===== src/rtl/div_unit.sv =====
// div_unit: multi-cycle radix-2 restoring divider for DIV/DIVU, one quotient bit per clock.
// Stalls the pipeline while busy and presents {remainder, quotient} in END.
module div_unit #(
    parameter int WIDTH = 32
) (
    input  logic               clk,
    input  logic               rst,
    input  logic               signed_div_i,
    input  logic [WIDTH-1:0]   opdata1_i,
    input  logic [WIDTH-1:0]   opdata2_i,
    input  logic               start_i,
    input  logic               annul_i,
    output logic [2*WIDTH-1:0] result_o,
    output logic               ready_o,
    output logic               stallreq_o
);
    localparam int CW = $clog2(WIDTH);

    typedef enum logic [1:0] {S_FREE, S_BYZERO, S_ON, S_END} state_e;

    state_e             state_q, state_d;
    logic [CW-1:0]      cnt_q, cnt_d;
    logic [WIDTH-1:0]   rem_q, rem_d, dvd_q, dvd_d, dvs_q, dvs_d;
    logic               negq_q, negq_d, negr_q, negr_d;
    logic [2*WIDTH-1:0] result_q, result_d;

    logic               go, last, ge;
    logic [WIDTH+1:0]   diff;
    logic [WIDTH-1:0]   rem_n, quo_n, abs1, abs2;

    assign go    = start_i & ~annul_i;
    assign last  = cnt_q == CW'(WIDTH - 1);
    // Two guard bits keep the borrow exact even when the shifted remainder exceeds 2^WIDTH.
    assign diff  = {1'b0, rem_q, dvd_q[WIDTH-1]} - {2'b0, dvs_q};
    assign ge    = ~diff[WIDTH+1];
    assign rem_n = ge ? diff[WIDTH-1:0] : {rem_q[WIDTH-2:0], dvd_q[WIDTH-1]};
    assign quo_n = {dvd_q[WIDTH-2:0], ge};
    assign abs1  = (signed_div_i & opdata1_i[WIDTH-1]) ? -opdata1_i : opdata1_i;
    assign abs2  = (signed_div_i & opdata2_i[WIDTH-1]) ? -opdata2_i : opdata2_i;

    always_ff @(posedge clk) begin
        if (rst) begin
            state_q  <= S_FREE;
            cnt_q    <= '0;
            rem_q    <= '0;
            dvd_q    <= '0;
            dvs_q    <= '0;
            negq_q   <= 1'b0;
            negr_q   <= 1'b0;
            result_q <= '0;
        end else begin
            state_q  <= state_d;
            cnt_q    <= cnt_d;
            rem_q    <= rem_d;
            dvd_q    <= dvd_d;
            dvs_q    <= dvs_d;
            negq_q   <= negq_d;
            negr_q   <= negr_d;
            result_q <= result_d;
        end
    end

    always_comb begin
        state_d = state_q;
        case (state_q)
            S_FREE:   state_d = !go ? S_FREE : (opdata2_i == '0 ? S_BYZERO : S_ON);
            S_BYZERO: state_d = annul_i ? S_FREE : S_END;
            S_ON:     state_d = annul_i ? S_FREE : (last ? S_END : S_ON);
            S_END:    state_d = (annul_i | ~start_i) ? S_FREE : S_END;
            default:  state_d = S_FREE;
        endcase
    end

    always_comb begin
        cnt_d    = cnt_q;
        rem_d    = rem_q;
        dvd_d    = dvd_q;
        dvs_d    = dvs_q;
        negq_d   = negq_q;
        negr_d   = negr_q;
        result_d = result_q;
        if (state_q == S_FREE && go && opdata2_i != '0) begin
            dvd_d  = abs1;
            dvs_d  = abs2;
            rem_d  = '0;
            cnt_d  = '0;
            negq_d = signed_div_i & (opdata1_i[WIDTH-1] ^ opdata2_i[WIDTH-1]);
            negr_d = signed_div_i & opdata1_i[WIDTH-1];
        end
        if (state_q == S_ON && !annul_i) begin
            rem_d = rem_n;
            dvd_d = quo_n;
            cnt_d = cnt_q + 1'b1;
            if (last)
                result_d = {negr_q ? -rem_n : rem_n, negq_q ? -quo_n : quo_n};
        end
        if (state_q == S_BYZERO || state_d == S_FREE)
            result_d = '0;
        if (state_d == S_FREE)
            cnt_d = '0;
    end

    always_comb begin
        ready_o    = state_q == S_END;
        stallreq_o = start_i & ~ready_o;
    end

    assign result_o = result_q;
endmodule


===== config.mk =====
export PLATFORM = sky130hd
export DESIGN_NAME = div_unit
export DESIGN_NICKNAME = d
export VERILOG_FILES = /design/src/rtl/div_unit.sv
export SDC_FILE = /design/constraint.sdc
export NUM_CORES = 1
export LEC_CHECK = 0
export ABC_AREA = 0
export CAP_MARGIN = 20
export CORE_MARGIN = 2
export CORE_UTILIZATION = 44
export CTS_CLUSTER_SIZE = 25
export DETAILED_ROUTE_END_ITERATION = 12
export DONT_BUFFER_PORTS = 1
export PLACE_DENSITY = 0.63
export SYNTH_ARGS = -nofsm -noshare
export SYNTH_HDL_FRONTEND = slang
export SYNTH_SLANG_ARGS = --single-unit

===== constraint.sdc =====
create_clock -name clk -period 6.3 [get_ports clk]
set_input_delay 0.315 -clock clk [delete_from_list [all_inputs] [get_ports clk]]
set_output_delay 0.315 -clock clk [all_outputs]
set_load 0.005 [all_outputs]

==> metrics.md, run 1 <==
| Metric | Value |
|---|---|
| Status | `completed` |
| Synth unique cells | `72` |
| GRT overflow | `0` |
| Routed vias | `10689` |
| Clk pwr share | `42.7%` |
| Layout Nets | `approximately 1600` |
| Final Hold Viols | `0` |
| Synth Area in Compound Gates | `between 20% and 30%` |
| Internal power | `1.99 mW` |
| I/O Buffers | `0` |
| Clk slew on worst S/H paths | `about 0.080 ns` |
| H-tree Lvls | `4` |
| Via-to-Cell Ratio | `5.98` |
| RSZ-0062 raised after global routing | `false` |
| Yosys warnings | `0` |
| Core area | `0.0252 sq mm` |
| Share of layout cells above drive strength 1 | `5.29%` |
| Site row count | `58` |
| Initial core utilization | `44.8%` |
| Clock period minus worst slack | `5.06 ns` |
| Mux contribution to synthesized area | `under 10%` |
| Peak supply drop | `184 uV` |
| Sequential area share after synthesis | `30.0%` |
| Die ar. | `0.0269 sq mm` |
| Ys flop type | `dfxtp_1` |
| CTS Root Cell | `clkbuf_16` |
| Ys async rst share | `0%` |
| Post-Syn Area | `~0.011 sq mm` |
| Setup violations, final | `0` |
| Pin count of the biggest net entering global routing | `98` |
| Die Ht | `164 microns` |
| # DRC | `0` |
| Startpoint type of the worst setup path | `flip-flop` |
| Vias in the first global route | `9607` |
| Final Skew | `0.0148 ns` |
| Yosys top cell area share | `between 30% and 40%` |
| DP HPWL | `25600 microns` |
| Post-synthesis register bit count | `169` |
| Setup Buffers After CTS | `0` |
| Synthesized instance count | `1503` |
| Critical path class | `flip-flop to flip-flop` |
| Total power | `2.83 mW` |
| Area leader, netlist | `dfxtp_1` |
| Crit end category | `flip-flop` |
| Syn nets | `about 1600` |
| Power per cell area | `233 mW/mm^2` |
| First-pass GRT wire length | `roughly 54000 microns` |
| I/O pin count | `between 100 and 150` |
| Total Neg Setup Slack | `0 ns` |
| Slew @ Worst Pin | `1.05 ns` |
| Starting DRC count in detailed routing | `1080` |
| Worst-Skew Late Latency | `approximately 0.44 ns` |
| Data arrival, critical path | `5.41 ns` |
| Sequential share of power | `roughly two fifths` |
| Area share of fa/ha/maj cells after synthesis | `4.40%` |
| Synth area leaders | `dfxtp_1 30%, nor2_1 7.4%, a21oi_1 5.3%` |
| Routed Antenna Nets | `0` |
| Post-synthesis simple-gate area fraction | `a little under a quarter` |
| Worst min path class | `input pin to flip-flop` |
| Die X | `between 150 and 200 microns` |
| CTS Hold Bufs | `1` |
| Switching Fraction | `29.7%` |
| Antenna violations before repair | `0` |
| ANT cells | `0` |
| Highest clock rate | `197 MHz` |
| Max Transition Viols Final | `0` |
| CTS Buf Count | `17` |
| Syn avg cell area | `7.50 sq um` |
| Fin crit share | `80.4%` |
| Rel. slew slack | `29.9%` |
| Max FO, Critical Path | `12` |
| Post-synth EDFFs | `0` |
| Clock Tree Buf Depth | `2` |
| Worst EP required | `6.64 ns` |
| Switching pwr | `about 0.84 mW` |
| Comb pwr share | `17.5%` |
| CTS tree | `built` |
| Routed len/inst | `between 15 and 20 microns` |
| Post-CTS Resized | `0` |
| XOR/XNOR Fraction of Synth Area | `9.87%` |
| GRT Util Overall | `roughly 25%` |
| Gpl congestion | `0.926` |
| Leakage power total | `4.45 nW` |
| Max cap viols | `0` |
| Largest family of logic cells by synthesized area | `compound AO/OA/AOI/OAI gates` |
| Detailed Route WL | `between 30000 and 40000 microns` |
| Clock sink count | `169` |
| P&R area growth vs syn | `7.74%` |
| First-pass DRT Iterations | `6` |
per-layer routing:
metal,vias to the layer above,global-route usage (%),routed length [microns]
li1,5304,-,-
met1,4945,40.4,17500
met2,423,34.1,13500
met3,17,5.43,2950
met4,0,4.63,268
met5,-,0,0
cell usage after synthesis (6+ instances only):
master and number:
or3_1 8, a21o_1 12, a31oi_1 31, buf_2 17
and2_1 13, nand4_1 9, nor3_1 30, a21oi_1 119
o21ai_0 76, nor2b_1 10, nand2_1 146, ha_1 38
a22oi_1 8, xor2_1 61, a211oi_1 61, nor2_1 221
buf_1 7, o211ai_1 6, o31a_1 6, and3_1 12
mux2i_1 16, nand3_1 41, nor4_1 17, a221oi_1 27
inv_1 53, o31ai_1 23, clkbuf_1 71, o41ai_1 14
xnor2_1 66, dfxtp_1 169, or4_1 18, o21a_1 13
state kept, by name, indices dropped and copies added, names as in the netlist:
register  flops
cnt_q         5
dvd_q        32
dvs_q        32
negq_q        1
negr_q        1
rem_q        32
result_o     64
state_q       2
kinds of logic after synthesis:
logic type,Yosys count
simple gates,557
compound gates,442
flops,169
buf+inv,148
xor+xnor,127
fa+ha+maj,39
mux,21
layout by cell type (no fill, tap or decap), types with 17 or more instances in the layout:
| cell | synthesis | final |
|---|---|---|
| a21oi_1 | 119 | 119 |
| a221oi_1 | 27 | 27 |
| xor2_1 | 61 | 61 |
| nor3_1 | 30 | 30 |
| a211oi_1 | 61 | 61 |
| o31ai_1 | 23 | 23 |
| nand2_1 | 146 | 145 |
| xnor2_1 | 66 | 66 |
| inv_1 | 53 | 53 |
| ha_1 | 38 | 38 |
| or4_1 | 18 | 18 |
| nor4_1 | 17 | 17 |
| nand3_1 | 41 | 41 |
| clkbuf_16 | 0 | 17 |
| o21ai_0 | 76 | 76 |
| dfxtp_1 | 169 | 169 |
| a31oi_1 | 31 | 31 |
| nor2_1 | 221 | 221 |
worst paths after layout:
path	endpoint	cells past startpoint	from	slack [ns]
hold / removal	negq_q$_SDFFE_PP0P_	2	signed_div_i	0.02
setup / recovery	result_o[58]$_SDFFE_PP0P_	17	rem_q[1]$_SDFFE_PP0P_	1.24
hold reg to reg	dvs_q[0]$_SDFFE_PP0P_	2	dvs_q[0]$_SDFFE_PP0P_	0.47
setup reg to reg	result_o[58]$_SDFFE_PP0P_	17	rem_q[1]$_SDFFE_PP0P_	1.24
worst max-delay path, stage by stage (launching register included):
cell and delay (ns):
dfxtp_1 0.45, ha_1 0.33, o211a_1 0.24, o31a_4 0.14, o21a_1 0.20, o211a_1 0.26
o211ai_1 0.18, buf_4 0.22, nand2_1 0.23, mux2i_1 0.35, ha_1 0.26, nand2b_1 0.07
or4_1 0.45, a222oi_1 0.60, nand3_2 0.30, o41ai_2 0.33, xnor2_1 0.11, a211oi_1 0.25
power by group through the flow:
| stage | Combinational (mW) | Sequential, mW | Clock [mW] |
|---|---|---|---|
| global route | 0.548 | 1.13 | 1.27 |
| floorplan | 0.378 | 1.14 | 0 |
| detailed placement | 0.473 | 1.15 | 0 |
| finish | 0.496 | 1.13 | 1.21 |
| global placement | 0.469 | 1.15 | 0 |
| CTS | 0.488 | 1.12 | 1.22 |
stage by stage:
step	utilization (%)	cells	hold slack (ns)	instance area (sq um)	worst slack, ns
finish	48.2	1786	0.0152	12100	1.24
CTS	48.2	1785	0.00843	12100	1.31
global route	48.2	1786	0.0216	12100	0.852
floorplan	-	1503	0.440	11300	1.31
global placement	45.4	1752	0.404	11400	1.51
detailed placement	45.4	1752	0.406	11400	1.38
cell type report:
| type | instances | area (sq um) |
|---|---|---|
| Timing Repair Buffer | 16 | 153 |
| Clock buffer | 18 | 429 |
| Sequential cell | 169 | 3380 |
| Inverter | 53 | 199 |
| Fill cell | 2514 | 13000 |
| Tap cell | 330 | 413 |
| Clock inverter | 14 | 236 |
| Multi-Input combinational cell | 1186 | 7330 |
(Power assumes the default switching activity.)
==> inputs of run 2 (changes only) <==
Settings changed: PLACE_DENSITY 0.63 to 0.65.
Clock period 6.3 ns to 4.1 ns, I/O delays scaled along.
==> metrics.md, run 2 (synthesized netlist as in run 1, its figures left out) <==
| Metric | Value |
|---|---|
| Status | `completed (unchanged)` |
| Post-Layout Inst Area | `0.0135 sq mm (was 0.0121 sq mm)` |
| Data arrival, critical path | `4.41 ns (was 5.41 ns)` |
| Slowest cell on the critical path | `or4_4 (was a222oi_1)` |
| Slew @ Worst Pin | `1.12 ns (was 1.05 ns)` |
| CTS tree | `built (unchanged)` |
| Core area | `0.0252 sq mm (unchanged)` |
| Worst-Skew Late Latency | `0.44 ns (about the same)` |
| Die X | `164 microns (unchanged)` |
| DP HPWL | `27300 microns (was 25600 microns)` |
| DP Worst Slack | `0.0214 ns (was 1.38 ns)` |
| Vias in the first global route | `10384 (was 9607)` |
| Max cap viols | `0 (unchanged)` |
| Clock Tree Buf Depth | `2 (unchanged)` |
| Switching pwr | `1.34 mW (was 0.840 mW)` |
| I/O pin count | `135 (unchanged)` |
| Dpl cell area | `0.0125 sq mm (was 0.0114 sq mm)` |
| Total power | `4.31 mW (was 2.83 mW)` |
| Routed len/inst | `18.5 microns (was 19.2 microns)` |
| Peak supply drop | `242 uV (was 184 uV)` |
| Placed Cells | `1885 (was 1752)` |
| CTS Buf Count | `17 (unchanged)` |
| Initial core utilization | `44.8% (unchanged)` |
| Most common cell after layout, fill and taps aside | `nor2_1 (unchanged)` |
| Die Ht | `164 microns (unchanged)` |
| Setup ws final | `0.00625 ns (was 1.24 ns)` |
| Clock sink count | `169 (unchanged)` |
| GRT Util Overall | `26.2% (was 25.3%)` |
| Antenna violations before repair | `0 (unchanged)` |
| Routed vias | `11261 (was 10689)` |
| P&R area growth vs syn | `19.3% (was 7.74%)` |
| Rel. slew slack | `25.5% (was 29.9%)` |
| Highest clock rate | `244 MHz (was 197 MHz)` |
| GRT overflow | `0 (unchanged)` |
| Max FFs per register | `64 (unchanged)` |
| Clock period minus worst slack | `4.09 ns (was 5.06 ns)` |
| I/O Buffers | `0 (unchanged)` |
| Clk slew on worst S/H paths | `0.08 ns (about the same)` |
| Final Skew | `0.0164 ns (was 0.0148 ns)` |
| Startpoint type of the worst setup path | `flip-flop (unchanged)` |
| Comb pwr share | `21.2% (was 17.5%)` |
| Crit end category | `flip-flop (unchanged)` |
| ANT cells | `0 (unchanged)` |
| Crit-path max cell delay | `0.42 ns (was 0.60 ns)` |
| Most frequent cells in the layout | `220 x nor2_1, 167 x dfxtp_1, 145 x buf_4 (was 221 x nor2_1, 169 x dfxtp_1, 145 x nand2_1)` |
| Switching Fraction | `31.0% (was 29.7%)` |
| Leakage power total | `5.19 nW (was 4.45 nW)` |
| RSZ-0062 raised after global routing | `true (was false)` |
| First-pass GRT wire length | `55700 microns (was 53800 microns)` |
| Via-to-Cell Ratio | `5.81 (was 5.98)` |
| Power per cell area | `321 mW/mm^2 (was 233 mW/mm^2)` |
| Setup violations, final | `0 (unchanged)` |
| Critical path class | `flip-flop to flip-flop (unchanged)` |
| First-pass DRT Iterations | `5 (was 6)` |
| # DRC | `0 (unchanged)` |
| Layout Nets | `1703 (was 1551)` |
| Pin count of the biggest net entering global routing | `100 (was 98)` |
| Total Neg Setup Slack | `0 ns (unchanged)` |
| Routed Antenna Nets | `0 (unchanged)` |
| Final core occ | `53.4% (was 48.2%)` |
| Max Transition Viols Final | `0 (unchanged)` |
| Internal power | `2.97 mW (was 1.99 mW)` |
| Worst EP required | `4.42 ns (was 6.64 ns)` |
| Max FO, Critical Path | `7 (was 12)` |
| Sequential share of power | `40.0% (was 39.8%)` |
| Crit path cell chain | `inv_2, ha_4, nor2b_4, o31a_4, o21a_1, o211a_1, o211ai_1, nand2_2, mux2i_4, ha_2, nand2b_1, or4_4, a222oi_1, buf_4, nand3_4, buf_6, o41ai_4, xor2_1, o21ai_1 (was ha_1, o211a_1, o31a_4, o21a_1, o211a_1, o211ai_1, buf_4, nand2_1, mux2i_1, ha_1, nand2b_1, or4_1, a222oi_1, nand3_2, o41ai_2, xnor2_1, a211oi_1)` |
| Detailed Route WL | `35800 microns (was 34300 microns)` |
| H-tree Lvls | `4 (unchanged)` |
| Final Hold Viols | `0 (unchanged)` |
| Fin Hold WS | `0.0129 ns (was 0.0152 ns)` |
| Clk pwr share | `38.7% (was 42.7%)` |
| Worst min path class | `input pin to flip-flop (unchanged)` |
| Site row count | `58 (unchanged)` |
| Starting DRC count in detailed routing | `964 (was 1080)` |
| CTS Root Cell | `clkbuf_16 (unchanged)` |
| Gpl congestion | `0.919 (was 0.926)` |
| Share of layout cells above drive strength 1 | `14.4% (was 5.29%)` |
| Die ar. | `0.0269 sq mm (unchanged)` |
| Fin crit share | `99.8% (was 80.4%)` |
| Finished Layout Cells | `1938 (was 1786)` |
## run 2: cell count changes in the layout (fill, tap and decap cells not counted), moves of 3 or more
| cell | previous run | this run |
|---|---|---|
| dlygate4sd3_1 | 0 | 17 |
| o21ai_0 | 76 | 72 |
| bufinv_16 | 5 | 1 |
| clkbuf_8 | 0 | 3 |
| o21ai_1 | 3 | 7 |
| ha_1 | 38 | 34 |
| buf_4 | 14 | 145 |
| ha_4 | 0 | 3 |
## run 2: what timing repair did
item / in CTS / in global routing
buffers inserted: 1 / 1
hold buffers: 18 / 0
endpoints found under the hold margin: 99 / 0
cloned: 0 / 1
resized for setup: 4 / 13
endpoints found under the setup margin: 2 / 13
pin swaps: 0 / 8
## run 2: final timing paths
path                              from                   endpoint  slack, ns  cells past startpoint
min reg2reg  result_o[53]$_SDFFE_PP0P_  result_o[53]$_SDFFE_PP0P_       0.47                      2
min                      opdata2_i[26]     dvs_q[26]$_SDFFE_PP0P_       0.01                      3
max reg2reg      dvs_q[1]$_SDFFE_PP0P_  result_o[60]$_SDFFE_PP0P_      0.006                     19
max              dvs_q[1]$_SDFFE_PP0P_  result_o[60]$_SDFFE_PP0P_      0.006                     19
## run 2: area by class of cell
cell class	count	area [sq um]
fill	2371	11700
multi-input combinational	1187	7500
sequential	169	3390
timing repair buffer	167	1360
clock buffer	20	467
tap	330	413
inverter	53	199
clock inverter	12	128
## run 2: critical path, delay by kind of cell (launching register included)
| family | cells | cell delay [ns] |
|---|---|---|
| AO/OA/AOI/OAI | 7 | 1.56 |
| AND/OR/NAND/NOR | 5 | 0.83 |
| buffers and inverters | 3 | 0.44 |
| adder cells (fa/ha/maj) | 2 | 0.41 |
| flip-flops | 1 | 0.33 |
| multiplexers | 1 | 0.20 |
| XOR/XNOR | 1 | 0.19 |
## run 2: metal layers
layer	vias to the layer above	GRT usage [%]	share of wire (%)
li1	5610	-	-
met1	5209	39.9	50
met2	410	36.8	40
met3	32	6.79	8.5
met4	0	4.98	1.1
met5	-	0	0
## run 2: power groups by stage
stage	clock network [mW]	registers [mW]	logic [mW]
2_1_floorplan	0	1.74	0.591
3_3_place_gp	0	1.76	0.837
3_5_place_dp	0	1.76	0.843
4_1_cts	1.68	1.73	0.883
5_1_grt	1.75	1.73	1.00
6_report	1.67	1.73	0.915
==> inputs of run 3 (changes only) <==
Settings changed: CORE_MARGIN 2 to default.
==> metrics.md, run 3 (synthesized netlist as in run 1, its figures left out) <==
| Metric | Value |
|---|---|
| Status | `completed (unchanged)` |
| Highest clock rate | `244 MHz (about the same)` |
| Crit-path max cell delay | `0.42 ns (about the same)` |
| I/O Buffers | `0 (unchanged)` |
| CTS tree | `built (unchanged)` |
| Routed len/inst | `18.7 microns (was 18.5 microns)` |
| Initial core utilization | `44.8% (unchanged)` |
| Switching pwr | `1.35 mW (was 1.34 mW)` |
| Slowest cell on the critical path | `or4_4 (unchanged)` |
| GRT overflow | `0 (unchanged)` |
| Routed Antenna Nets | `0 (unchanged)` |
| Max Transition Viols Final | `0 (unchanged)` |
| Clk pwr share | `38.4% (was 38.7%)` |
| Clock sink count | `169 (unchanged)` |
| Clk slew on worst S/H paths | `0.08 ns (about the same)` |
| Max FFs per register | `64 (unchanged)` |
| Crit end category | `flip-flop (unchanged)` |
| Reg2reg start | `dvs_q[1]$_SDFFE_PP0P_ (unchanged)` |
| Comb pwr share | `21.1% (was 21.2%)` |
| Die X | `162 microns (was 164 microns)` |
| Slew @ Worst Pin | `1.15 ns (was 1.12 ns)` |
| Sequential share of power | `40.5% (was 40.0%)` |
| Worst min path class | `input pin to flip-flop (unchanged)` |
| Reg2reg setup slack | `0.002 ns (was 0.006 ns)` |
| DP HPWL | `26800 microns (was 27300 microns)` |
| Die ar. | `0.0263 sq mm (was 0.0269 sq mm)` |
| Share of layout cells above drive strength 1 | `12.5% (was 14.4%)` |
| Power per cell area | `324 mW/mm^2 (was 321 mW/mm^2)` |
| Site row count | `58 (unchanged)` |
| H-tree Lvls | `4 (unchanged)` |
| RSZ-0062 raised after global routing | `true (unchanged)` |
| Final Hold Viols | `0 (unchanged)` |
| Setup violations, final | `0 (unchanged)` |
| Antenna violations before repair | `0 (unchanged)` |
| Worst-Skew Late Latency | `0.44 ns (about the same)` |
| Most common cell after layout, fill and taps aside | `nor2_1 (unchanged)` |
| Crit path cell chain | `inv_2, ha_4, nor2b_4, o31a_4, o21a_1, o211a_1, o211ai_1, nand2_2, nor2_1, a21oi_1, inv_1, ha_2, nand2b_1, or4_4, a222oi_1, buf_4, nand3_4, buf_6, nor3_2, nor2_1, o31a_1 (was inv_2, ha_4, nor2b_4, o31a_4, o21a_1, o211a_1, o211ai_1, nand2_2, mux2i_4, ha_2, nand2b_1, or4_4, a222oi_1, buf_4, nand3_4, buf_6, o41ai_4, xor2_1, o21ai_1)` |
| Routed vias | `11234 (was 11261)` |
| Max cap viols | `0 (unchanged)` |
| Finished Layout Cells | `1903 (was 1938)` |
| Hold wc startpoint | `opdata2_i[29] (was opdata2_i[26])` |
| Final Skew | `0.0158 ns (was 0.0164 ns)` |
| CP most frequent cell | `nor2_1` |
| Post-Layout Inst Area | `0.0132 sq mm (was 0.0135 sq mm)` |
| I/O pin count | `135 (unchanged)` |
| Clock period minus worst slack | `4.10 ns (was 4.09 ns)` |
| # DRC | `0 (unchanged)` |
| Fin crit share | `100% (was 99.8%)` |
| FF+latch area | `0.00339 sq mm (unchanged)` |
| CTS Root Cell | `clkbuf_16 (unchanged)` |
| Worst EP required | `4.42 ns (about the same)` |
| Max FO, Critical Path | `7 (unchanged)` |
| P&R area growth vs syn | `17.0% (was 19.3%)` |
| First-pass DRT Iterations | `5 (unchanged)` |
| Via-to-Cell Ratio | `5.90 (was 5.81)` |
| GRT Util Overall | `26.6% (was 26.2%)` |
| Layout fillers | `2430 (was 2371)` |
| Peak supply drop | `261 uV (was 242 uV)` |
| Switching Fraction | `31.7% (was 31.0%)` |
| Layout Nets | `1668 (was 1703)` |
| First-pass GRT wire length | `55400 microns (was 55700 microns)` |
| Starting DRC count in detailed routing | `1156 (was 964)` |
| Data arrival, critical path | `4.42 ns (was 4.41 ns)` |
| Core area | `0.0252 sq mm (unchanged)` |
| Dpl cell area | `0.0122 sq mm (was 0.0125 sq mm)` |
| ANT cells | `0 (unchanged)` |
| Clock Tree Buf Depth | `2 (unchanged)` |
| Vias in the first global route | `10144 (was 10384)` |
| Die Ht | `162 microns (was 164 microns)` |
| Pin count of the biggest net entering global routing | `100 (unchanged)` |
| Leakage power total | `5.02 nW (was 5.19 nW)` |
| Startpoint type of the worst setup path | `flip-flop (unchanged)` |
| CP Launch Point | `dvs_q[1]$_SDFFE_PP0P_ (unchanged)` |
| Detailed Route WL | `35500 microns (was 35800 microns)` |
| Rel. slew slack | `23.5% (was 25.5%)` |
| CTS Buf Count | `17 (unchanged)` |
| Placed Cells | `1844 (was 1885)` |
| Multi-input logic area | `0.00750 sq mm (about the same)` |
| Internal power | `2.92 mW (was 2.97 mW)` |
| Critical path class | `flip-flop to flip-flop (unchanged)` |
| Most frequent cells in the layout | `220 x nor2_1, 167 x dfxtp_1, 144 x nand2_1 (was 220 x nor2_1, 167 x dfxtp_1, 145 x buf_4)` |
| Gpl congestion | `0.948 (was 0.919)` |
-- run 3: path summary, 6_finish.rpt --
check                                            endpoint  cells after the start
worst max register to register  result_o[62]$_SDFFE_PP0P_                     21
worst min register to register  result_o[48]$_SDFFE_PP0P_                      2
worst max-delay path            result_o[62]$_SDFFE_PP0P_                     21
worst min-delay path               dvs_q[29]$_SDFFE_PP0P_                      2
-- run 3: final cells by class --
type | count | area share (%)
clock buffer | 17 | 3.23
clock inverter | 15 | 1.18
inverter | 53 | 1.51
multi-input combinational | 1186 | 56.8
sequential | 169 | 25.7
tap | 330 | 3.13
timing repair buffer | 133 | 8.42
-- run 3: metrics by stage --
| step | util, % | power (mW) | TNS [ns] | setup slack (ns) | hold WS, ns |
|---|---|---|---|---|---|
| after floorplan | - | 2.34 | -1.66 | -0.416 | 0.341 |
| after global placement | 48.6 | 2.57 | 0 | 0.0852 | 0.293 |
| after detailed placement | 48.6 | 2.58 | -0.0132 | -0.0132 | 0.295 |
| after global routing | 52.4 | 4.45 | -1.56 | -0.202 | 0.0353 |
| final | 52.4 | 4.27 | 0 | 0.00195 | 0.0138 |
| after CTS | 51.8 | 4.25 | 0 | 0.00178 | 0.00199 |
-- run 3: worst max-delay path: cells and delay by family, from the launching register on --
kind,cells,cell delay (ns)
DFF,1,0.34
AOI/OAI and AO/OA,7,1.60
adders and majority gates,2,0.38
and+or+nand+nor,8,1.20
buffers and inverters,4,0.48
-- run 3: power groups by stage --
stage	logic, mW	clock network [mW]	registers, mW
after detailed placement	0.816	0	1.77
after global routing	0.986	1.73	1.73
after floorplan	0.591	0	1.74
final	0.900	1.64	1.73
after global placement	0.807	0	1.76
after CTS	0.856	1.66	1.73
-- run 3: metal layers --
metal,GRT usage (%),routed length (microns),up-vias
met4,4.97,269,0
met2,37.0,14300,435
met1,41.9,17800,5238
met5,0,0,-
met3,4.67,3150,20
li1,-,-,5541
-- run 3: repair_timing --
action                     CTS  global route
hold endpoints to repair    99             0
setup buffers                0             6
resized for setup            2            20
setup endpoints to repair    3            21
hold buffers                21             0
pin swaps                    1            12
